`src/rtl/pet_key_matrix.sv`:
```
// pet_key_matrix: far end of the PET row-scan keyboard port.
// Host key events are queued and applied to an 80-key array, one per hold window.
module pet_key_matrix #(
   parameter int FIFO_DEPTH  = 8,
   parameter int HOLD_CYCLES = 800000,
   parameter int HOLD_W      = 20
) (
   input  logic       clk,
   input  logic       reset_n,
   input  logic       ev_valid,
   output logic       ev_ready,
   input  logic [6:0] ev_code,
   input  logic       ev_break,
   input  logic       ev_clear,
   input  logic [3:0] keyrow,
   output logic [7:0] keyin,
   output logic       busy
);

   localparam int PTR_W = (FIFO_DEPTH > 1) ? $clog2(FIFO_DEPTH) : 1;
   localparam int CNT_W = PTR_W + 1;
   localparam logic [CNT_W-1:0] FULL = CNT_W'(FIFO_DEPTH);
   localparam logic [HOLD_W-1:0] HOLD_LOAD = HOLD_W'(HOLD_CYCLES - 1);

   typedef enum logic {
      IDLE,
      HOLD
   } state_t;

   state_t state;
   state_t state_nxt;

   logic [8:0]        mem [FIFO_DEPTH];
   logic [PTR_W-1:0]  wr_ptr;
   logic [PTR_W-1:0]  rd_ptr;
   logic [CNT_W-1:0]  count;
   logic              push;
   logic              pop;

   logic              head_clear;
   logic              head_break;
   logic [3:0]        head_row;
   logic [2:0]        head_col;

   logic [HOLD_W-1:0] hold_cnt;
   logic              hold_load;
   logic              hold_dec;

   logic [9:0][7:0]   key_state;
   logic [7:0]        row_data;

   // Readiness depends on occupancy only, never on a same-cycle pop.
   assign ev_ready = (count != FULL);
   assign push     = ev_valid && ev_ready;
   assign pop      = (state == IDLE) && (count != '0);
   assign busy     = (count != '0) || (state == HOLD);

   assign {head_clear, head_break, head_row, head_col} = mem[rd_ptr];

   always_ff @(posedge clk) begin
      if (push)
         mem[wr_ptr] <= {ev_clear, ev_break, ev_code};
   end

   always_ff @(posedge clk or negedge reset_n) begin
      if (!reset_n) begin
         wr_ptr <= '0;
         rd_ptr <= '0;
         count  <= '0;
      end else begin
         if (push)
            wr_ptr <= wr_ptr + 1'b1;
         if (pop)
            rd_ptr <= rd_ptr + 1'b1;
         case ({push, pop})
            2'b10:   count <= count + 1'b1;
            2'b01:   count <= count - 1'b1;
            default: count <= count;
         endcase
      end
   end

   always_ff @(posedge clk or negedge reset_n) begin
      if (!reset_n)
         state <= IDLE;
      else
         state <= state_nxt;
   end

   always_comb begin
      state_nxt = state;
      case (state)
         IDLE: if (pop) state_nxt = HOLD;
         HOLD: if (hold_cnt == '0) state_nxt = IDLE;
      endcase
   end

   always_comb begin
      hold_load = 1'b0;
      hold_dec  = 1'b0;
      case (state)
         IDLE: hold_load = pop;
         HOLD: hold_dec  = (hold_cnt != '0);
      endcase
   end

   always_ff @(posedge clk or negedge reset_n) begin
      if (!reset_n)
         hold_cnt <= '0;
      else if (hold_load)
         hold_cnt <= HOLD_LOAD;
      else if (hold_dec)
         hold_cnt <= hold_cnt - 1'b1;
   end

   // Rows 10-15 match no entry, so those events only consume a hold window.
   always_ff @(posedge clk or negedge reset_n) begin
      if (!reset_n) begin
         key_state <= '0;
      end else if (pop) begin
         for (int r = 0; r < 10; r++) begin
            if (head_clear)
               key_state[r] <= '0;
            else if (head_row == 4'(r))
               key_state[r][head_col] <= ~head_break;
         end
      end
   end

   always_comb begin
      row_data = 8'hFF;
      for (int r = 0; r < 10; r++) begin
         if (keyrow == 4'(r))
            row_data = ~key_state[r];
      end
   end

   always_ff @(posedge clk or negedge reset_n) begin
      if (!reset_n)
         keyin <= 8'hFF;
      else
         keyin <= row_data;
   end

endmodule

```
`config.mk`:
```
export PLATFORM = sky130hd
export DESIGN_NAME = pet_key_matrix
export DESIGN_NICKNAME = d
export VERILOG_FILES = /design/src/rtl/pet_key_matrix.sv
export SDC_FILE = /design/constraint.sdc
export NUM_CORES = 1
export LEC_CHECK = 0
export ABC_CLOCK_PERIOD_IN_PS = 2800
export CAP_MARGIN = 10
export CORE_MARGIN = 3
export CORE_UTILIZATION = 44
export CTS_CLUSTER_DIAMETER = 40
export DETAILED_ROUTE_END_ITERATION = 6
export PLACE_DENSITY = 0.63
export SYNTH_ARGS = -nofsm -noshare
export SYNTH_HDL_FRONTEND = slang
export SYNTH_SLANG_ARGS = --single-unit
```
`constraint.sdc`:
```
create_clock -name clk -period 2.8 [get_ports clk]
set_input_delay 0.42 -clock clk [delete_from_list [all_inputs] [get_ports clk]]
set_output_delay 0.42 -clock clk [all_outputs]
set_load 0.005 [all_outputs]
```
==> results of run 1 <==
## power breakdown
part | internal (mW) | switching, mW
logic | 0.389 | 0.685
clock network | 1.39 | 1.24
registers | 3.13 | 0.117
total | 4.91 | 2.04
## metal layers
layer | wire (microns) | up-vias | GRT usage [%]
met1 | 11300 | 3825 | 31.7
met4 | 584 | 0 | 6.48
met3 | 1630 | 53 | 4.12
met2 | 12300 | 355 | 34.8
met5 | 0 | - | 0
li1 | - | 3376 | -
## flip-flops by register name (all words and copies together), names as in the netlist
register	cells
key_state	80
mem	72
hold_cnt	20
keyin	8
count	4
rd_ptr	3
wr_ptr	3
state	1
## cell families after synthesis
family / after synthesis
AOI/OAI and AO/OA: 227
xor gates and xnor gates: 25
adders and majority gates: 8
buffers and inverters: 85
DFF: 191
muxes: 54
and+or+nand+nor: 215
## cell type report
cell class / count / share of cell area (%)
sequential: 191 / 44.6
inverter: 11 / 0.358
multi-input combinational: 529 / 37.3
clock buffer: 17 / 3.69
timing repair buffer: 115 / 9.11
tap: 275 / 2.98
clock inverter: 15 / 1.92
## worst paths after layout
check	start	to	slack, ns	depth (start not counted)
worst max-delay path	rd_ptr[0]	key_state[64]	0.18	7
worst min-delay path	key_state[72]	keyin[0]	0.44	1
worst max register to register	rd_ptr[0]	key_state[64]	0.18	7
worst min register to register	key_state[72]	keyin[0]	0.44	1
max in group asynchronous	reset_n	keyin[6]	1.49	3
min in group asynchronous	reset_n	key_state[77]	0.51	2
## through the flow
step	area (sq um)	util [%]	cells	worst slack, ns	power [mW]
global placement	10800	50.6	1117	0.148	4.32
floorplan	9760	-	805	0.117	3.87
CTS	11500	53.7	1150	0.0438	6.99
detailed placement	10800	50.6	1117	0.0477	4.36
finish	11500	53.9	1153	0.178	6.96
global route	11500	53.9	1153	0.0634	7.23
## layout by cell type, fill, tap and decap left out, types with 11 or more instances in the layout
cell	instances
sky130_fd_sc_hd__dfrtp_1	110
sky130_fd_sc_hd__inv_1	11
sky130_fd_sc_hd__nor2_1	28
sky130_fd_sc_hd__nor4_1	85
sky130_fd_sc_hd__edfxtp_1	72
sky130_fd_sc_hd__mux4_2	22
sky130_fd_sc_hd__o22a_1	80
sky130_fd_sc_hd__xnor2_1	12
sky130_fd_sc_hd__buf_4	80
sky130_fd_sc_hd__a31oi_1	81
sky130_fd_sc_hd__mux2_2	14
sky130_fd_sc_hd__xor2_1	13
sky130_fd_sc_hd__o21ai_0	15
sky130_fd_sc_hd__nand2_1	34
sky130_fd_sc_hd__clkdlybuf4s50_1	24
sky130_fd_sc_hd__mux2i_1	13
sky130_fd_sc_hd__clkbuf_16	17
## synth_stat cells (all sizes together) (10+ instances only)
cell,n
a41oi,10
inv,11
a31oi,82
xor2,13
edfxtp,72
clkbuf,65
nor2,28
mux2i,17
o22a,80
nor4,96
nor3,18
mux4,23
dfrtp,111
nand2,34
o21ai,15
xnor2,12
mux2,14
## what timing repair did
item,in CTS,in global routing
resized for setup,0,3
setup buffers,0,3
hold buffers,1,0
setup endpoints to repair,0,28
endpoints found under the hold margin,23,0
==> impl.org, run 1 <==
** Run status
- The flow ran to the end, and the final reports show no timing, DRC or antenna violations.

** Placement
- The HPWL after detailed placement is between 15000 and 20000 microns.
- Number of I/O port buffers :: 25
- At the end of routability-driven placement, the weighted congestion stood at about 0.95.

** Setup path
- Data on the critical path is required at its endpoint by 3.12 ns.
- The worst setup path is launched from a flip-flop.
- Slowest cell on the critical path :: sky130_fd_sc_hd__mux4_2
- On the worst path, the slowest cell contributes a delay of between 0.5 and 0.6 ns.
- The worst setup path is of the flip-flop to flip-flop kind.
- Critical Path, Cell by Cell :: buf_12 > mux4_2 > mux2_2 > a41oi_1 > buf_4 > nor4_1 > o22a_1
- Largest delay contributor family on the critical path :: multiplexers
- Worst path bufs/invs :: 2
- In this run the worst path has a maximum fanout of 10.
- The worst setup path is captured at a flip-flop.
- CP Data Arrival Time :: a little under 3 ns

** Layout
- Across the whole layout, storage elements account for between 5000 and 6000 sq um.
- The area growth from synthesis to layout is 18.2%.
- Antenna cell count :: 0
- Counting the fill cells in the layout gives 1775.
- Final Net Count :: between 800 and 900
- Share of final-layout standard cells stronger than drive strength 1 :: between 20% and 30%
- Area taken by multi-input logic gates :: approximately 4300 sq um

** Synth
- Count of distinct cell types in the synthesized netlist :: 59
- Summing every instance area after synthesis gives a little under 10000 sq um.
- Top post-synthesis cells by area :: sky130_fd_sc_hd__dfrtp_1, sky130_fd_sc_hd__edfxtp_1, sky130_fd_sc_hd__o22a_1
- Number of synthesis warnings :: 0
- Post-synthesis sequential element count :: 191
- Adder-Cell Fraction of Synth Area :: under 10%
- After synthesis, the largest family of logic cells by area is compound AO/OA/AOI/OAI gates.
- Number of instances in the synthesized netlist :: 805
- Top cell type's share of synthesized area :: 28.4%
- In the synthesized netlist, mux cells make up a little under a tenth of the area.
- Sequential cells were found to cover a little over half of the synthesized design area.
- After synthesis, the mean cell area works out to between 10 and 15 sq um.
- Number of enable-type register cells in the synthesized netlist :: 72
- In the synthesized netlist the dominant register cell turns out to be sky130_fd_sc_hd__dfrtp_1.
- Counting every net in the synthesized netlist gives 829.
- Summing the areas of all and, or, nand and nor instances in the mapped netlist gives between 10 and 15% of the synthesized area.
- Summing the areas of all compound-gate instances in the mapped netlist gives between 10% and 20% of the synthesized area.
- Xor/xnor share of the synthesized area :: around 2.2%
- Fraction of synthesis flops using an asynchronous set or reset pin :: 62.3%
- Most area-hungry cell type in the Yosys netlist :: sky130_fd_sc_hd__dfrtp_1

** Route
- In the routed layout, each cell is associated on average with a via count of between 6 and 7.
- Detailed Route WL :: 25900 microns
- Number of remaining DRC errors :: 0
- Summing over every cut layer, the via total after detailed routing is about 7600.
- In this run, the number of DRC markers left after iteration 0 of detailed routing was approximately 730.
- The pre-antenna-repair detailed-routing pass consisted of 5 iterations.
- In the final routed layout, each cell accounts on average for approximately 22 microns.
- Residual antenna-violating net count after detailed routing :: 0

** STA
- Slew at the pin with the worst max-slew slack :: 0.588 ns
- Setup TNS Final :: 0 ns
- The final critical path takes up between 90% and 100% of the cycle.
- Final-layout worst hold slack :: ~0.44 ns
- Headroom to the max-slew limit came out at 59.8%.
- Hold Vio Cnt, Final :: 0
- Unrepaired setup endpoints after global routing :: false
- Number of failing setup endpoints in the final timing report :: 0
- The final number of max-transition violations was 0.
- Shortest period the worst path allows :: roughly 2.6 ns
- Derived from the worst setup path, the maximum achievable clock frequency is between 300 and 400 MHz.
- Skew final :: ~0.017 ns

** Power and ir drop
- Across the VDD grid, the largest voltage drop is about 0.48 mV.
- Power Density :: ~600 nW/um^2
- In this run the static leakage power is 4.21 nW.

** Global routing
- Vias in the first global route :: between 7000 and 8000
- GRT Residual Overflow :: 0
- Pin count of the biggest net entering global routing :: 47
- Global routing consumed, over all layers together, between 20 and 25% of the routing resources.
- The first global-routing pass estimated 42800 microns of wire.
- The number of antenna violations at the first check in global routing came to 0.

** Clock network
- In this run the number of H-tree levels came out at 4.
- Clock-pin slew was measured on the worst setup and hold paths at about 0.070 ns.
- Number of buffers added by the clock tree synthesis step :: 17
- Number of buffers on the longest clock path :: 2
- At the later pin of the worst-skew pair, clock insertion delay measures 0.44 ns.
- Clock tree synthesis selected as its root buffer the cell sky130_fd_sc_hd__clkbuf_16.
- CTS tree :: yes
- Clock tree synthesis found a total of between 150 and 200 sinks.

** Floorplanning
- From bottom edge to top edge, the die measures roughly 150 microns.
- The total area inside the core boundary comes to between 20000 and 25000 sq um.
- Measured along the x axis, the die boundary spans approximately 150 microns.
- The floorplan has 53 rows.
- The die covers 24000 sq um.
- Starting utilization of the core area :: around 46%
- 26 I/O pins were placed.

** Worst hold path
- Hold Path Class :: flip-flop to flip-flop

** Flow run
- The tool flagged a number of max-cap violations equal to 0.
No activity file was read; power rests on OpenSTA's default activity.
==> run 2: changes to the inputs <==
Settings changed: CORE_MARGIN 3 to 1.5, CTS_CLUSTER_SIZE set to 12.
==> impl.org, run 2 (same netlist as run 1, synthesis figures left out) <==
** Global routing
- Initial antenna violation count :: 0
- Global routing consumed, over all layers together, about a quarter of the routing resources.
- Pin count of the biggest net entering global routing :: between 80 and 90
- Vias in the first global route :: 7720
- GRT Residual Overflow :: 0
- The first global-routing pass estimated between 40000 and 50000 microns of wire.

** Layout
- From synthesis to final layout, the design area changed by 17.9%.
- The count of cells in the finished layout, fillers not included, comes to about 1200.
- Summing all flip-flop and latch instances after layout gives approximately 5200 sq um.
- Leaving out fill and tap cells, the most frequent cells in the layout are sky130_fd_sc_hd__dfrtp_1, sky130_fd_sc_hd__nor4_1, sky130_fd_sc_hd__a31oi_1.
- The post-route netlist has between 20 and 25% of its cells at a drive strength greater than 1.
- More flip-flops sit in one register than any other, and that register is key_state.
- In the final layout, the registers with the most flip-flops are key_state (80), mem (72), hold_cnt (20).
- Count of fill cells added during filler insertion :: 1808
- Max reg flops :: 80
- The number of antenna diodes in the final layout is 0.
- Final Net Count :: 882
- Area taken by multi-input logic gates :: roughly 4300 sq um
- Leaving out fill and tap cells, the most frequent cell in the layout is sky130_fd_sc_hd__dfrtp_1.

** Power and ir drop
- The worst-case IR drop observed on VDD is just under 0.5 mV.
- For this design the static power due to leakage is 4.17 nW.
- Power Density :: ~600 nW/um^2

** Clock network
- Counting the buffers created by CTS gives 17.
- For the worst-skew pair, the clock arrives at the later sink with an insertion delay of ~0.45 ns.
- No sink is reached through more buffers than the 2 on the longest clock path.
- The H-tree was split into 4 levels.
- Clock transition at the registers of the reported paths :: 0.08 ns
- The clock drives around 190 sinks.
- CTS tree :: yes
- Postcts setup bufs :: 0
- Number of hold buffers added after cts :: 0
- In this run the clock root is driven by a sky130_fd_sc_hd__clkbuf_16.
- Number of gates resized after CTS :: 0

** STA
- Adding up every negative setup slack in the final design gives 0 ns.
- Setup violations remaining at the end of the flow were counted as 0.
- The routed design could run at a clock period as short as between 2 and 3 ns.
- Number of max-slew violations in the final report :: 0
- For the pin with the worst max-slew slack, the measured transition is 0.676 ns.
- Static timing analysis puts the maximum clock frequency at around 370 MHz.
- Setup repair after global routing left no endpoint under its margin.
- Hold Vio Cnt, Final :: 0
- On the final layout, the worst clock skew is around 0.023 ns.
- Worst rel slew slack :: a little over half
- After layout, the worst path uses 96.1% of the clock period.

** Setup path
- Critical path capture point type :: flip-flop
- The critical path goes through buf_6 > mux4_2 > mux2_4 > nor4_4 > buf_4 > a31oi_1 > o22a_1.
- The setup path with the least slack is of type flip-flop to flip-flop.
- The largest individual stage delay along the critical path comes from the cell sky130_fd_sc_hd__mux4_2.
- Stage delay of the slowest cell on the critical path :: between 0.5 and 0.6 ns
- Crit Path Max Fanout :: 10
- For the worst setup path, the data required time is about 3.1 ns.
- CP Data Arrival Time :: around 3 ns
- STA classifies the critical path startpoint as a flip-flop.

** Route
- Met2 wire length :: 13100 microns
- Detailed Route WL :: roughly 27000 microns
- In the final routing, the length of wire on met1 measures 11300 microns.
- DR WL/cell :: roughly 23 microns
- Routed vias :: between 7000 and 8000
- Drt first pass iters :: 6
- Once detail routing completed, the nets flagged for antenna violations numbered 0.
- Number of remaining DRC errors :: 0
- In the detailed route, the total length drawn on met3 is between 1500 and 2000 microns.
- Using the TritonRoute via totals, the vias-per-cell ratio works out to 6.67.
- Starting DRC count in detailed routing :: between 800 and 900
- In this run the top signal layer used is met4.

** Run status
- Result of the run :: finished clean

** Floorplanning
- Number of top-level design ports :: 26
- The region available for standard cell placement spans between 20000 and 25000 sq um.
- Starting utilization of the core area :: approximately 45%
- Die boundary width :: roughly 150 microns
- After floorplanning, the core was divided into 54 placement rows.
- In this run the vertical extent of the chip is 152 microns.
- Die Outline Area :: roughly 23000 sq um

** Placement
- Placer congestion estimate :: 0.829
- Total placed cells including tap cells :: 1119
- Number of I/O port buffers :: 25
- Placed wire-length estimate after detailed placement :: 17000 microns

** Flow run
- Max-capacitance violation count :: 0

** Worst hold path
- Hold Path Class :: primary input to asynchronous set/reset pin
-- run 2: cell types whose count changed in the layout (fill, tap and decap cells not counted), sizes merged --
| cell | previous run | this run |
|---|---|---|
| dlygate4sd3 | 1 | 0 |
| bufinv | 2 | 1 |
| buf | 90 | 84 |
| clkinv | 5 | 7 |
| inv | 19 | 18 |
-- run 2: per-stage QoR --
stage          worst slack (ns)  total power, mW  util, %  area [sq um]  hold slack (ns)
2_1_floorplan             0.117             3.87        -          9760            0.124
3_3_place_gp              0.130             4.32     49.6         10800            0.430
3_5_place_dp             0.0502             4.37     49.6         10800            0.430
4_1_cts                  0.0172             6.96     52.6         11500           0.0221
5_1_grt                 0.00410             7.19     52.8         11500           0.0453
6_report                  0.109             6.94     52.8         11500          0.00158
-- run 2: worst max-delay path: cells and delay by family, from the launching register on --
| family | cells | cell delay, ns |
|---|---|---|
| buf+inv | 2 | 0.44 |
| flops | 1 | 0.47 |
| mux | 2 | 0.97 |
| compound gates | 2 | 0.32 |
| simple gates | 1 | 0.36 |
-- run 2: layout make-up --
| cell class | count | share of cell area (%) |
|---|---|---|
| Timing Repair Buffer | 108 | 8.68 |
| Sequential cell | 191 | 44.7 |
| Tap cell | 280 | 3.04 |
| Inverter | 11 | 0.359 |
| Clock buffer | 17 | 3.69 |
| Multi-Input combinational cell | 529 | 37.6 |
| Clock inverter | 15 | 1.93 |
-- run 2: final timing paths --
check                              startpoint            end  slack (ns)  cells after the start
worst max register to register      rd_ptr[0]  key_state[66]        0.11                      7
worst min-delay path                  reset_n  key_state[64]       0.002                      1
min in group clk                key_state[72]       keyin[0]        0.44                      1
worst max-delay path                rd_ptr[0]  key_state[66]        0.11                      7
max in group asynchronous             reset_n      rd_ptr[2]        2.01                      2
worst min register to register  key_state[72]       keyin[0]        0.44                      1
-- run 2: metal layers --
| layer | global-route usage [%] | up-vias |
|---|---|---|
| li1 | - | 3364 |
| met1 | 32.8 | 3856 |
| met2 | 37.8 | 394 |
| met3 | 4.08 | 60 |
| met4 | 8.41 | 0 |
| met5 | 0 | - |
-- run 2: where the power goes --
part	leakage (nW)	internal (mW)	switching [mW]
clock network	0.312	1.32	1.28
registers	2.20	3.13	0.114
logic	1.66	0.389	0.703
==> run 3: changes to the inputs <==
Settings changed: MAX_ROUTING_LAYER set to met4, PLACE_DENSITY 0.63 to unset.
==> impl.org, run 3 (same netlist as run 1, synthesis figures left out) <==
** Run status
- Result of the run :: finished clean

** Route
- In the routed design, unresolved DRC markers number 0.
- Using the TritonRoute via totals, the vias-per-cell ratio works out to ~6.5.
- Detailed Route WL :: roughly 26000 microns
- Residual antenna-violating net count after detailed routing :: 0
- Starting DRC count in detailed routing :: between 600 and 700
- The first detailed-routing pass ran for 4 iterations.
- Detailed routing inserted a total of between 7000 and 8000 vias.
- DR WL/cell :: 22.3 microns

** Clock network
- The clock passes through at most 2 buffers.
- Number of hold buffers added after cts :: 0
- CTS placed an instance of sky130_fd_sc_hd__clkbuf_16 at the clock tree root.
- Clock latency on the worst-skew pair, taken at its later pin, is between 0.4 and 0.5 ns.
- The clock drives around 190 sinks.
- CTS tree :: yes
- The H-tree generated during clock tree synthesis spans 4 levels.
- Clock transition at the registers of the reported paths :: roughly 0.080 ns
- Counting the buffers created by CTS gives 17.

** STA
- Slew at the pin with the worst max-slew slack :: between 0.7 and 0.8 ns
- Based on the critical path, the design can be clocked at up to ~380 MHz.
- Setup TNS Final :: 0 ns
- Setup repair after global routing left no endpoint under its margin.
- Final-layout worst hold slack :: 0.0325 ns
- Number of max-slew violations in the final report :: 0
- The final hold violation count came to 0.
- Worst rel slew slack :: between 40% and 50%
- On the final layout, the worst clock skew is between 0.02 and 0.025 ns.
- Ratio of final minimum period to clock period :: 94.8%
- Number of failing setup endpoints in the final timing report :: 0
- The worst path in the final design needs a cycle of between 2 and 3 ns, including I/O delays and setup.

** Setup path
- The number of cells on the worst reg-to-reg path is 7.
- The largest individual stage delay along the critical path comes from the cell sky130_fd_sc_hd__mux4_2.
- Crit Path Max Fanout :: 10
- Critical Path, Cell by Cell :: buf_4 > mux4_2 > mux2_2 > nor4_4 > buf_4 > a31oi_1 > o22a_1
- The endpoint identified for the worst register-to-register timing path is key_state[76].
- Type of element launching the critical path :: flip-flop
- Top cell by count, worst path :: sky130_fd_sc_hd__buf_4
- R2R setup slack :: between 0.1 and 0.15 ns
- At the worst endpoint, the arrival time is 2.99 ns.
- STA classifies the critical path endpoint as a flip-flop.
- CP Class :: flip-flop to flip-flop
- The largest single stage delay on the critical path is 0.54 ns.
- Start of the worst register-to-register path :: rd_ptr[0]
- Critical path data required time :: roughly 3.1 ns

** Layout
- With fillers left out, the area of the finished cells amounts to 11600 sq um.
- Measured on the finished design, the core utilization comes to between 50 and 60%.
- Share of final-layout standard cells stronger than drive strength 1 :: 23.2%
- The largest registers in the layout are key_state (80), mem (72), hold_cnt (20).
- Final Net Count :: around 900
- Counting flops per register, the top entry is key_state.
- Antenna cell count :: 0
- The register with the most flip-flops in the layout has 80 of them.
- Area taken by multi-input logic gates :: 4360 sq um
- Area growth from synthesis to layout :: 19.0%
- Count of fill cells added during filler insertion :: between 1500 and 2000
- In the layout the commonest cells are sky130_fd_sc_hd__dfrtp_1, sky130_fd_sc_hd__nor4_1, sky130_fd_sc_hd__a31oi_1.
- Leaving out fill and tap cells, the most frequent cell in the layout is sky130_fd_sc_hd__dfrtp_1.
- Sequential cell area :: 5150 sq um

** Power and ir drop
- Of the total power, the clock network draws between 30 and 40%.
- For this design the static power due to leakage is approximately 4.2 nW.
- Cell internal power was estimated by the tool at 4.83 mW.
- Power comes to around 7 mW.
- Dividing total power by cell area gives a power density of around 600 nW/um^2.
- Per report_power, the combinational group accounts for roughly 16% of the total.
- Of the total power, registers draw approximately 46%.
- IR analysis of the VDD net gives a maximum drop of roughly 0.56 mV.
- Of the total power, the share spent switching nets is between 30% and 40%.
- For this design the total switching power over the nets is approximately 2.2 mW.

** Global routing
- The first global-routing pass estimated 41400 microns of wire.
- Initial antenna violation count :: 0
- In the global route stage, overall resource usage came out at 23.2%.
- Pin count of the biggest net entering global routing :: 60
- GRT Residual Overflow :: 0
- The number of global-route vias before repair was roughly 7400.

** Placement
- After detailed placement, the total cell area comes to around 11000 sq um.
- Placed wire-length estimate after detailed placement :: about 17000 microns
- Number of I/O port buffers :: 25
- At the end of routability-driven placement, the weighted congestion stood at 0.870.

** Worst hold path
- The min-delay analysis places its worst path in the category primary input to asynchronous set/reset pin.

** Floorplanning
- The core region is approximately 22000 sq um.
- Die boundary width :: between 150 and 200 microns
- The initial utilization of the core area, before any placement, comes to roughly 45%.
- Die Outline Area :: approximately 23000 sq um
- Die boundary height :: ~150 microns
- Number of top-level design ports :: 26
- Row Count :: between 50 and 60

** Flow run
- The tool flagged a number of max-cap violations equal to 0.
## run 3: cell count changes in the layout (fill, tap and decap cells not counted), sizes merged
cell    before  now
clkinv       7    4
inv         18   22
buf         84   88
bufinv       1    0
## run 3: metrics by stage
step	setup WS [ns]	cells
final	0.146	1155
after global placement	0.0420	1117
after detailed placement	-0.0128	1117
after floorplan	0.117	805
after global routing	0.0202	1155
after CTS	0.0284	1149
## run 3: critical path: cells and delay by family, from the launching register on
| family | cells | cell delay, ns |
|---|---|---|
| muxes | 2 | 0.99 |
| DFF | 1 | 0.47 |
| buffers and inverters | 2 | 0.43 |
| AOI/OAI and AO/OA | 2 | 0.33 |
| and+or+nand+nor | 1 | 0.30 |
## run 3: area by class of cell
| cell class | instances | share of cell area, % |
|---|---|---|
| sequential | 191 | 44.3 |
| multi-input combinational | 529 | 37.6 |
| timing repair buffer | 112 | 9.05 |
| clock buffer | 17 | 3.66 |
| tap | 280 | 3.02 |
| clock inverter | 15 | 2.02 |
| inverter | 11 | 0.355 |
## run 3: worst max-delay path by stage
stage / startpoint / to / slack, ns / depth (start not counted)
2_1_floorplan: count[0] / count[3] / 0.12 / 12
3_3_place_gp: rd_ptr[0] / key_state[10] / 0.04 / 5
3_5_place_dp: rd_ptr[0] / key_state[42] / -0.01 / 5
4_1_cts: rd_ptr[0] / key_state[36] / 0.03 / 6
5_1_grt: rd_ptr[0] / key_state[27] / 0.02 / 6
6_report: rd_ptr[0] / key_state[76] / 0.15 / 7
## run 3: timing repair
item / in CTS / in global routing
setup endpoints to repair: 21 / 74
gates resized for setup: 3 / 10
setup buffers: 0 / 6
cloned: 0 / 0
## run 3: metal layers
layer,vias up,part of all wire (%),track usage [%]
met5,-,0,-
met4,0,2.4,8.23
met3,54,6.3,4.22
met2,336,48,35.5
met1,3781,43,31.1
li1,3375,-,-
## run 3: power by group through the flow
stage          Sequential, mW  Clock (mW)  Combinational, mW
2_1_floorplan            3.27           0              0.606
3_3_place_gp             3.29           0               1.03
3_5_place_dp             3.30           0               1.06
4_1_cts                  3.24        2.71               1.06
5_1_grt                  3.27        2.83               1.18
6_report                 3.24        2.66               1.10
